File: src/rtl/pc_gen_unit_pkg.sv
// Shared types and constants for the JAMIA fetch-stage program-counter generator.
package jamia_pc_pkg;

    typedef enum logic [1:0] {
        RESET_STATE     = 2'b00,
        TRAP_RETURN     = 2'b01,
        TRAP_TAKEN      = 2'b10,
        OPERATING_STATE = 2'b11
    } pc_src_e;

    typedef enum logic [1:0] {
        RESET = 2'b00,
        BOOT  = 2'b01,
        RUN   = 2'b10
    } fsm_state_e;

    localparam int PC_INC = 4;

endpackage

File: src/rtl/pc_gen_unit_if.sv
// Instruction-bus handshake between the PC generator (master) and the fetch path (slave).
interface pc_gen_unit_if #(
    parameter int XLEN = 32
);
    logic [XLEN-1:0] i_addr_out;
    logic            i_req_out;
    logic            stall_in;

    modport master (output i_addr_out, output i_req_out, input stall_in);
    modport slave  (input i_addr_out, input i_req_out, output stall_in);
endinterface

File: src/rtl/pc_gen_unit_trap_vec.sv
// Trap entry address: mtvec base in direct mode, base + 4*cause for vectored interrupts.
module pc_trap_vec #(
    parameter int XLEN    = 32,
    parameter int CAUSE_W = 4
) (
    input  logic [XLEN-3:0]    mtvec_base_i,
    input  logic               mtvec_mode_i,
    input  logic [CAUSE_W-1:0] trap_cause_i,
    input  logic               trap_is_irq_i,
    output logic [XLEN-1:0]    trap_addr_o
);
    logic [XLEN-1:0] base;
    logic [XLEN-1:0] offset;

    assign base   = {mtvec_base_i, 2'b00};
    // Exceptions always go to the base, even when vectored mode is selected.
    assign offset = (mtvec_mode_i && trap_is_irq_i) ? XLEN'({trap_cause_i, 2'b00}) : '0;
    assign trap_addr_o = base + offset;
endmodule

File: src/rtl/pc_gen_unit.sv
// Registered fetch PC with prioritised redirect selection, stall-time redirect buffering
// and misaligned branch-target detection.
module pc_gen_unit
    import jamia_pc_pkg::*;
#(
    parameter int              XLEN         = 32,
    parameter logic [XLEN-1:0] RESET_VECTOR = 32'h0000_0000,
    parameter int              IALIGN       = 32,
    parameter int              VEC_CAUSES   = 16
) (
    input  logic                          clk_in,
    input  logic                          rst_n_in,
    input  logic [1:0]                    pc_src_in,
    input  logic                          branch_taken_in,
    input  logic [XLEN-2:0]               iaddr_in,
    input  logic [XLEN-1:0]               epc_in,
    input  logic [XLEN-3:0]               mtvec_base_in,
    input  logic                          mtvec_mode_in,
    input  logic [$clog2(VEC_CAUSES)-1:0] trap_cause_in,
    input  logic                          trap_is_irq_in,
    pc_gen_unit_if.master                 ibus,
    output logic [XLEN-1:0]               pc_out,
    output logic [XLEN-1:0]               pc_plus_4_out,
    output logic                          misaligned_instr_out,
    output logic                          redirect_pending_out
);
    localparam int CAUSE_W = $clog2(VEC_CAUSES);

    pc_src_e    pc_src;
    fsm_state_e state_q, state_d;
    logic [XLEN-1:0] pc_q, pc_d;
    logic [XLEN-1:0] pend_addr_q, pend_addr_d;
    logic            pend_valid_q, pend_valid_d;
    logic [XLEN-1:0] pc_inc, branch_addr, trap_addr, target;
    logic            redirect, misaligned;

    assign pc_src      = pc_src_e'(pc_src_in);
    assign pc_inc      = pc_q + XLEN'(PC_INC);
    assign branch_addr = {iaddr_in, 1'b0};

    pc_trap_vec #(
        .XLEN    (XLEN),
        .CAUSE_W (CAUSE_W)
    ) u_trap_vec (
        .mtvec_base_i  (mtvec_base_in),
        .mtvec_mode_i  (mtvec_mode_in),
        .trap_cause_i  (trap_cause_in),
        .trap_is_irq_i (trap_is_irq_in),
        .trap_addr_o   (trap_addr)
    );

    // A buffered redirect only competes with the sequential increment; any new redirect beats it.
    always_comb begin
        // NOTE: every combinational output gets a default first so no path can infer a latch.
        target   = pc_inc;
        redirect = 1'b1;
        unique case (pc_src)
            RESET_STATE: target = RESET_VECTOR;
            TRAP_TAKEN:  target = trap_addr;
            TRAP_RETURN: target = epc_in;
            OPERATING_STATE: begin
                if (branch_taken_in) begin
                    target = branch_addr;
                end else begin
                    redirect = 1'b0;
                    target   = pend_valid_q ? pend_addr_q : pc_inc;
                end
            end
        endcase
    end

    assign misaligned = (IALIGN == 32) && (state_q == RUN) && (pc_src == OPERATING_STATE)
                        && branch_taken_in && iaddr_in[0];

    always_comb begin
        state_d      = state_q;
        pc_d         = pc_q;
        pend_addr_d  = pend_addr_q;
        pend_valid_d = pend_valid_q;
        case (state_q)
            RESET: state_d = BOOT;
            BOOT: begin
                state_d      = RUN;
                pc_d         = RESET_VECTOR;
                pend_valid_d = 1'b0;
            end
            RUN: begin
                // A misaligned branch is dropped entirely; the trap controller redirects next.
                if (!misaligned) begin
                    if (!ibus.stall_in) begin
                        pc_d         = target;
                        pend_valid_d = 1'b0;
                    end else if (redirect) begin
                        pend_addr_d  = target;
                        pend_valid_d = 1'b1;
                    end
                end
            end
            default: state_d = RESET;
        endcase
        if (pc_src == RESET_STATE) begin
            state_d = BOOT;
        end
    end

    always_ff @(posedge clk_in or negedge rst_n_in) begin
        if (!rst_n_in) begin
            state_q      <= RESET;
            pc_q         <= RESET_VECTOR;
            pend_addr_q  <= '0;
            pend_valid_q <= 1'b0;
        end else begin
            // NOTE: non-blocking assignments so every register samples pre-edge values.
            state_q      <= state_d;
            pc_q         <= pc_d;
            pend_addr_q  <= pend_addr_d;
            pend_valid_q <= pend_valid_d;
        end
    end

    assign pc_out               = pc_q;
    assign pc_plus_4_out        = pc_inc;
    assign ibus.i_addr_out      = (state_q == RUN) ? pc_q : '0;
    assign ibus.i_req_out       = (state_q == RUN);
    assign misaligned_instr_out = misaligned;
    assign redirect_pending_out = pend_valid_q;
endmodule

File: src/flat_wrapper.sv
// flat-port wrapper written by rule: the top's interface ports become plain ports
module pc_gen_unit_flat import jamia_pc_pkg::*;
#(
    parameter int              XLEN         = 32,
    parameter logic [XLEN-1:0] RESET_VECTOR = 32'h0000_0000,
    parameter int              IALIGN       = 32,
    parameter int              VEC_CAUSES   = 16
)
  (clk_in, rst_n_in, pc_src_in, branch_taken_in, iaddr_in, epc_in, mtvec_base_in, mtvec_mode_in, trap_cause_in, trap_is_irq_in, pc_out, pc_plus_4_out, misaligned_instr_out, redirect_pending_out, ibus_i_addr_out, ibus_i_req_out, ibus_stall_in);
  pc_gen_unit_if #(.XLEN(XLEN)) ibus_i ();
  input  logic clk_in;
  input  logic rst_n_in;
  input  logic [1:0] pc_src_in;
  input  logic branch_taken_in;
  input  logic [XLEN-2:0] iaddr_in;
  input  logic [XLEN-1:0] epc_in;
  input  logic [XLEN-3:0] mtvec_base_in;
  input  logic mtvec_mode_in;
  input  logic [$clog2(VEC_CAUSES)-1:0] trap_cause_in;
  input  logic trap_is_irq_in;
  output logic [XLEN-1:0] pc_out;
  output logic [XLEN-1:0] pc_plus_4_out;
  output logic misaligned_instr_out;
  output logic redirect_pending_out;
  output wire logic [$bits(ibus_i.i_addr_out)-1:0] ibus_i_addr_out;
  output wire logic [$bits(ibus_i.i_req_out)-1:0] ibus_i_req_out;
  input wire logic [$bits(ibus_i.stall_in)-1:0] ibus_stall_in;
  assign ibus_i_addr_out = ibus_i.i_addr_out;
  assign ibus_i_req_out = ibus_i.i_req_out;
  assign ibus_i.stall_in = ibus_stall_in;
  pc_gen_unit #(.XLEN(XLEN), .RESET_VECTOR(RESET_VECTOR), .IALIGN(IALIGN), .VEC_CAUSES(VEC_CAUSES)) u_core (.clk_in(clk_in), .rst_n_in(rst_n_in), .pc_src_in(pc_src_in), .branch_taken_in(branch_taken_in), .iaddr_in(iaddr_in), .epc_in(epc_in), .mtvec_base_in(mtvec_base_in), .mtvec_mode_in(mtvec_mode_in), .trap_cause_in(trap_cause_in), .trap_is_irq_in(trap_is_irq_in), .ibus(ibus_i), .pc_out(pc_out), .pc_plus_4_out(pc_plus_4_out), .misaligned_instr_out(misaligned_instr_out), .redirect_pending_out(redirect_pending_out));
endmodule
File: config.mk
export PLATFORM = sky130hd
export DESIGN_NAME = pc_gen_unit_flat
export DESIGN_NICKNAME = d
export VERILOG_FILES = /design/src/rtl/pc_gen_unit_pkg.sv /design/src/rtl/pc_gen_unit_if.sv /design/src/rtl/pc_gen_unit_trap_vec.sv /design/src/rtl/pc_gen_unit.sv /design/src/flat_wrapper.sv
export SDC_FILE = /design/constraint.sdc
export NUM_CORES = 1
export LEC_CHECK = 0
export ABC_AREA = 0
export BUFFER_PORTS_ARGS = -buffer_cell sky130_fd_sc_hd__buf_2
export CORE_MARGIN = 2
export CORE_UTILIZATION = 36
export DETAILED_ROUTE_END_ITERATION = 16
export SETUP_SLACK_MARGIN = 0.05
export SYNTH_ARGS = -nofsm -noshare
export SYNTH_HDL_FRONTEND = slang
export SYNTH_SLANG_ARGS = --single-unit
File: constraint.sdc
create_clock -name clk_in -period 3.1 [get_ports clk_in]
set_input_delay 0.31 -clock clk_in [delete_from_list [all_inputs] [get_ports clk_in]]
set_output_delay 0.31 -clock clk_in [all_outputs]
set_load 0.01 [all_outputs]
# Word-level counts from Yosys, hierarchy flattened

Cells that the tools add are included.

Output and inout bits: 99
Logic and storage cells: 42
Bits of input ports: 105
Flip-flop bits (word level): 67

Bitwise gates (word level): 1
Add/subtract/negate cells: 2
Muxes and demuxes: 16
Reduce and logical (&&, ||, !) cells: 10
Equal/unequal tests: 9

Operators with widths:

| operator              | number |
|---|---|
| $mux 32               | 5 |
| $pmux 32 s4           | 1 |
| $pmux 32 s2           | 1 |
| $add 32x3->32 const B | 1 |
| $add 32x6->32         | 1 |
| $eq 2x2->1 const B    | 3 |
| $mux 6                | 1 |
| $pmux 2 s3            | 1 |
| $reduce_and 3->1      | 2 |
| $mux 1                | 5 |
| $eq 2x1->1 const B    | 2 |
| $logic_and 1x1->1     | 4 |
| $logic_not 2->1       | 2 |
| $ne 2x2->1 const B    | 2 |
| $reduce_and 4->1      | 1 |
| $ne 3x2->1 const B    | 1 |
| $mux 2                | 1 |
| $ne 2x1->1 const B    | 1 |
| $pmux 1 s2            | 1 |
| $reduce_bool 2->1     | 1 |
| $not 1->1             | 1 |

# Longest topological paths before layout

Depth after elaboration: 7
Depth in mapped cells: 12
Depth with buffers taken out: 11

# Cells and area by module

From an unflattened synthesis, not the netlist that was laid out.

Cells, all modules: 701
Area total of the unflattened synthesis: 5666.7 µm²

By module, submodules not included:

| module      | area each (µm²) | sequential area each (µm²) | cells each | times used |
|---|---|---|---|---|
| pc_gen_unit | 4815.9          | 1676.6                     | 589        | 1 |
| pc_trap_vec | 850.8           | 0.0                        | 112        | 1 |

# Least setup slack after synthesis

Ideal clock, no wire load.

Path kind: input port to flip-flop
Start: in trap_cause_in[0]
End: reg u_core.pend_addr_q[14]
Required time: 2.963 ns
Library setup time: 0.137 ns
Slack: 0.497 ns
Stages: 12
Arrival: 2.467 ns
Buffers on the path: 1
Cells stage by stage: and3_1 -> ha_1 -> inv_1 -> fa_1 -> nor2b_1 -> o31a_1 -> clkbuf_1 -> nand3_1 -> or2_2 -> xnor2_1 -> a222oi_1 -> o21ai_0

Cells in the longest elaborated chain, start to end: 3

RTL lines:

| element              | RTL line                   | source |
|---|---|---|
| from (decl)          | flat_wrapper.sv:19         | `input logic [$clog2(VEC_CAUSES)-1:0] trap_cause_in;` |
| $mux 6               | pc_gen_unit_trap_vec.sv:17 | `assign offset = (mtvec_mode_i && trap_is_irq_i) ? XLEN'({trap_cause_i, 2'b00}) : '0;` |
| $add 32x6->32        | pc_gen_unit_trap_vec.sv:18 | `assign trap_addr_o = base + offset;` |
| $pmux 32 s4          | pc_gen_unit.sv:57          | `unique case (pc_src)` |
| to (signal assigned) | pc_gen_unit.sv:116         | `pend_addr_q <= pend_addr_d;` |
| to (decl)            | pc_gen_unit.sv:32          | `logic [XLEN-1:0] pend_addr_q, pend_addr_d;` |

No other way between the ends.
A chain may end at the register's enable or synchronous reset.

# Worst setup path in the final report

Start: reg u_core.pc_q[2] (netlist: u_core.pc_out[2])
End: out pc_plus_4_out[26]

Cells in the longest elaborated chain, start to end: 1

RTL lines:

| element                | RTL line           | source |
|---|---|---|
| from (decl)            | pc_gen_unit.sv:31  | `logic [XLEN-1:0] pc_q, pc_d;` |
| from (signal assigned) | pc_gen_unit.sv:115 | `pc_q <= pc_d;` |
| $add 32x3->32          | pc_gen_unit.sv:38  | `assign pc_inc = pc_q + XLEN'(PC_INC);` |
| to (decl)              | flat_wrapper.sv:22 | `output logic [XLEN-1:0] pc_plus_4_out;` |

No other way between the ends.

==> metrics.cfg <==
[cts]
clock-sinks=67
h-tree-depth=3
cts_tree=built
cts-hold-fix-buffers=0
clkSlewWorstSetupHoldPaths_ns=0.06
clock_latency_ns=0.34
clock-root-buffer=clkbuf_16
cts_resized=0
clock_path_buffers=2
postCtsSetupBuffers=0
cts_buffers=9

[setup_path]
r2r_slack_ns=0.42
reg2reg_depth=7
start_kind=flop
startpoint=u_core.pc_out[2]$_DFFE_PN0P_
crit_type=flop to output port
required_ns=2.79
path_max_fanout=10
r2r_start=u_core.pc_out[4]$_DFFE_PN0P_
slowest_delay_ns=0.57
reg2reg_to=u_core.pend_addr_q[25]$_DFFE_PN0P_
crit_path_end_kind=output port
cp_cell_sequence=ha_1 -> nand4_1 -> nor4_1 -> xor2_1 -> buf_2
slowest_stage=ha_1
crit_arrival_ns=2.53
cp-endpoint=pc_plus_4_out[26]

[sta]
post-route-period-util_pct=91.5
finalWorstSetupSlack_ns=0.263
whs_ns=-0.0103
hold_viol_final=14
rsz0062_at_grt=no
worstMarginPinSlew_ns=0.663
tns_ns=0
slew-limit-headroom_pct=55.7
slew_violations=0
setup_viol=0
fin_crit_ns=2.84
fmax_ghz=0.353
skew_ns=0.00772

[worst_hold_path]
hold_class=primary input to asynchronous set/reset pin

[run_status]
violations=hold timing
status=complete, but fails checks

[synth]
synth_top_cell_by_area=dfrtp_1
synth_cell_types=69
synthFlopType=dfrtp_1
yosysWarnings=0
synth-edff-count=0
synthArstFlopShare_pct=100
synth_seq_cells=67
synth_cells=657
syn_area_per_cell_sq_um=8.05
syn_nets=771
synth_area_leaders=dfrtp_1, nand2_1, o21ai_0
ys_seq_area_share_pct=31.7
synth_top_area_share_pct=31.7
synth.cell_area_sq_mm=0.00529

[die]
dieArea_sq_mm=0.0157
die_h_um=125
die_w_um=125
rows=44
core_area_sq_mm=0.0144
ios=204
start_util_pct=36.7

[drt]
num_vias=5979
drt_iter0_drc=664
first_pass_iters=6
drc=0
totalWireLength_um=21200
vias_per_cell=5.75
wl_per_cell_um=20.4
ant_nets=0

[place]
numPortBuffers=203
place_area_sq_mm=0.00654
dp_slack_ns=0.246
dpl.hpwl_um=15900
gp_congestion=0.885

[global_routing]
globalRouteMet2Util_pct=38.3
overflow=0
grt_pass1_wl_um=32200
grt_busiest_layer=met1
grt_max_degree=41
track_usage_pct=26.2
grt_antenna_before_repair=0
use_met1_pct=39.0
grt_pass1_vias=5541
use_met3_pct=5.01

[finish]
finalNetCount=964
final_area_sq_mm=0.00688
area_growth_pct=30.1
final_common_cell=buf_2
diodes=0
drive_gt1_share_pct=31.9
final_cell_mix=buf_2, nand2_1, dfrtp_1

[flow_run]
max_cap_viol_count=0

[power]
vdd_drop_max_uv=294
cellLeakagePower_nw=3.43
power_density_mw_per_mm2=691

[synthesized netlist by cell type, drive strengths merged, types with 3 or more instances]
cell type	n
nand2	94
dfrtp	67
o21ai	67
nor2	36
and2	34
clkbuf	31
xnor2	30
buf	22
xor2	22
nand3	20
inv	19
a21oi	18
nand4	15
nor3	15
and3	14
o22ai	14
a221oi	11
mux2i	10
a22oi	8
ha	8
nor2b	8
a22o	7
a31oi	7
and4	7
mux2	6
nor4	6
o211ai	5
a211oi	4
a222oi	4
nand2b	4
o221ai	4
o31a	4
o31ai	4
a2111oi	3
o21a	3
o2bb2ai	3
[cell families (layout without fill, tap and decap cells)]
family | Yosys count | in the layout | synth area share [%]
AOI/OAI and AO/OA | 181 | 181 | 23.0
xor gates and xnor gates | 52 | 52 | 8.61
adders and majority gates | 9 | 9 | 2.27
buffers and inverters | 72 | 270 | 5.79
DFF | 67 | 67 | 31.7
muxes | 16 | 16 | 3.17
and+or+nand+nor | 260 | 260 | 25.5
[power breakdown]
group	leakage (nW)	switching [mW]	internal (mW)
clock	0.169	0.402	0.806
sequential	0.889	0.341	1.20
combinational	2.37	1.26	0.759
[area by class of cell]
type / count / area (sq um)
clock buffers: 11 / 243
clock inverters: 5 / 100
fillers: 1471 / 7540
inverters: 19 / 71.3
multi-input cells: 518 / 3310
flip-flops and latches: 67 / 1680
well taps: 184 / 230
repair buffers: 235 / 1260
[worst max-delay path: cells and delay by family, from the launching register on]
kind	cells	cell delay (ns)
DFF	1	0.50
adders and majority gates	1	0.57
and+or+nand+nor	2	0.62
xor gates and xnor gates	1	0.31
buffers and inverters	1	0.19
[metal layers]
metal | vias up | wire (um)
met3 | 40 | 2090
met2 | 373 | 9230
li1 | 2758 | -
met5 | - | 0
met1 | 2808 | 9480
met4 | 0 | 424
[worst min-delay path by stage]
stage	startpoint	to	slack, ns	cells past startpoint
floorplan	rst_n_in	u_core.pc_out[0]$_DFFE_PN0P_	0.01	0
global placement	rst_n_in	u_core.pend_addr_q[23]$_DFFE_PN0P_	0.35	2
detailed placement	rst_n_in	u_core.pend_addr_q[23]$_DFFE_PN0P_	0.36	2
CTS	rst_n_in	u_core.pend_addr_q[23]$_DFFE_PN0P_	0.01	2
global route	rst_n_in	u_core.pend_addr_q[23]$_DFFE_PN0P_	0.03	2
finish	rst_n_in	u_core.pend_addr_q[23]$_DFFE_PN0P_	-0.01	2
[sequential cells by signal, indices dropped and copies added (netlist names)]
name and flops:
u_core.pc_out 32, u_core.pend_addr_q 32, u_core.redirect_pending_out 1, u_core.state_q 2
[per-stage QoR]
| stage | cells | utilization [%] | total power, mW |
|---|---|---|---|
| floorplan | 657 | - | 2.65 |
| global placement | 1023 | 45.4 | 3.51 |
| detailed placement | 1023 | 45.4 | 3.53 |
| CTS | 1039 | 47.7 | 4.73 |
| global route | 1039 | 47.7 | 5.01 |
| finish | 1039 | 47.7 | 4.76 |
No activity file was read; power rests on OpenSTA's default activity.
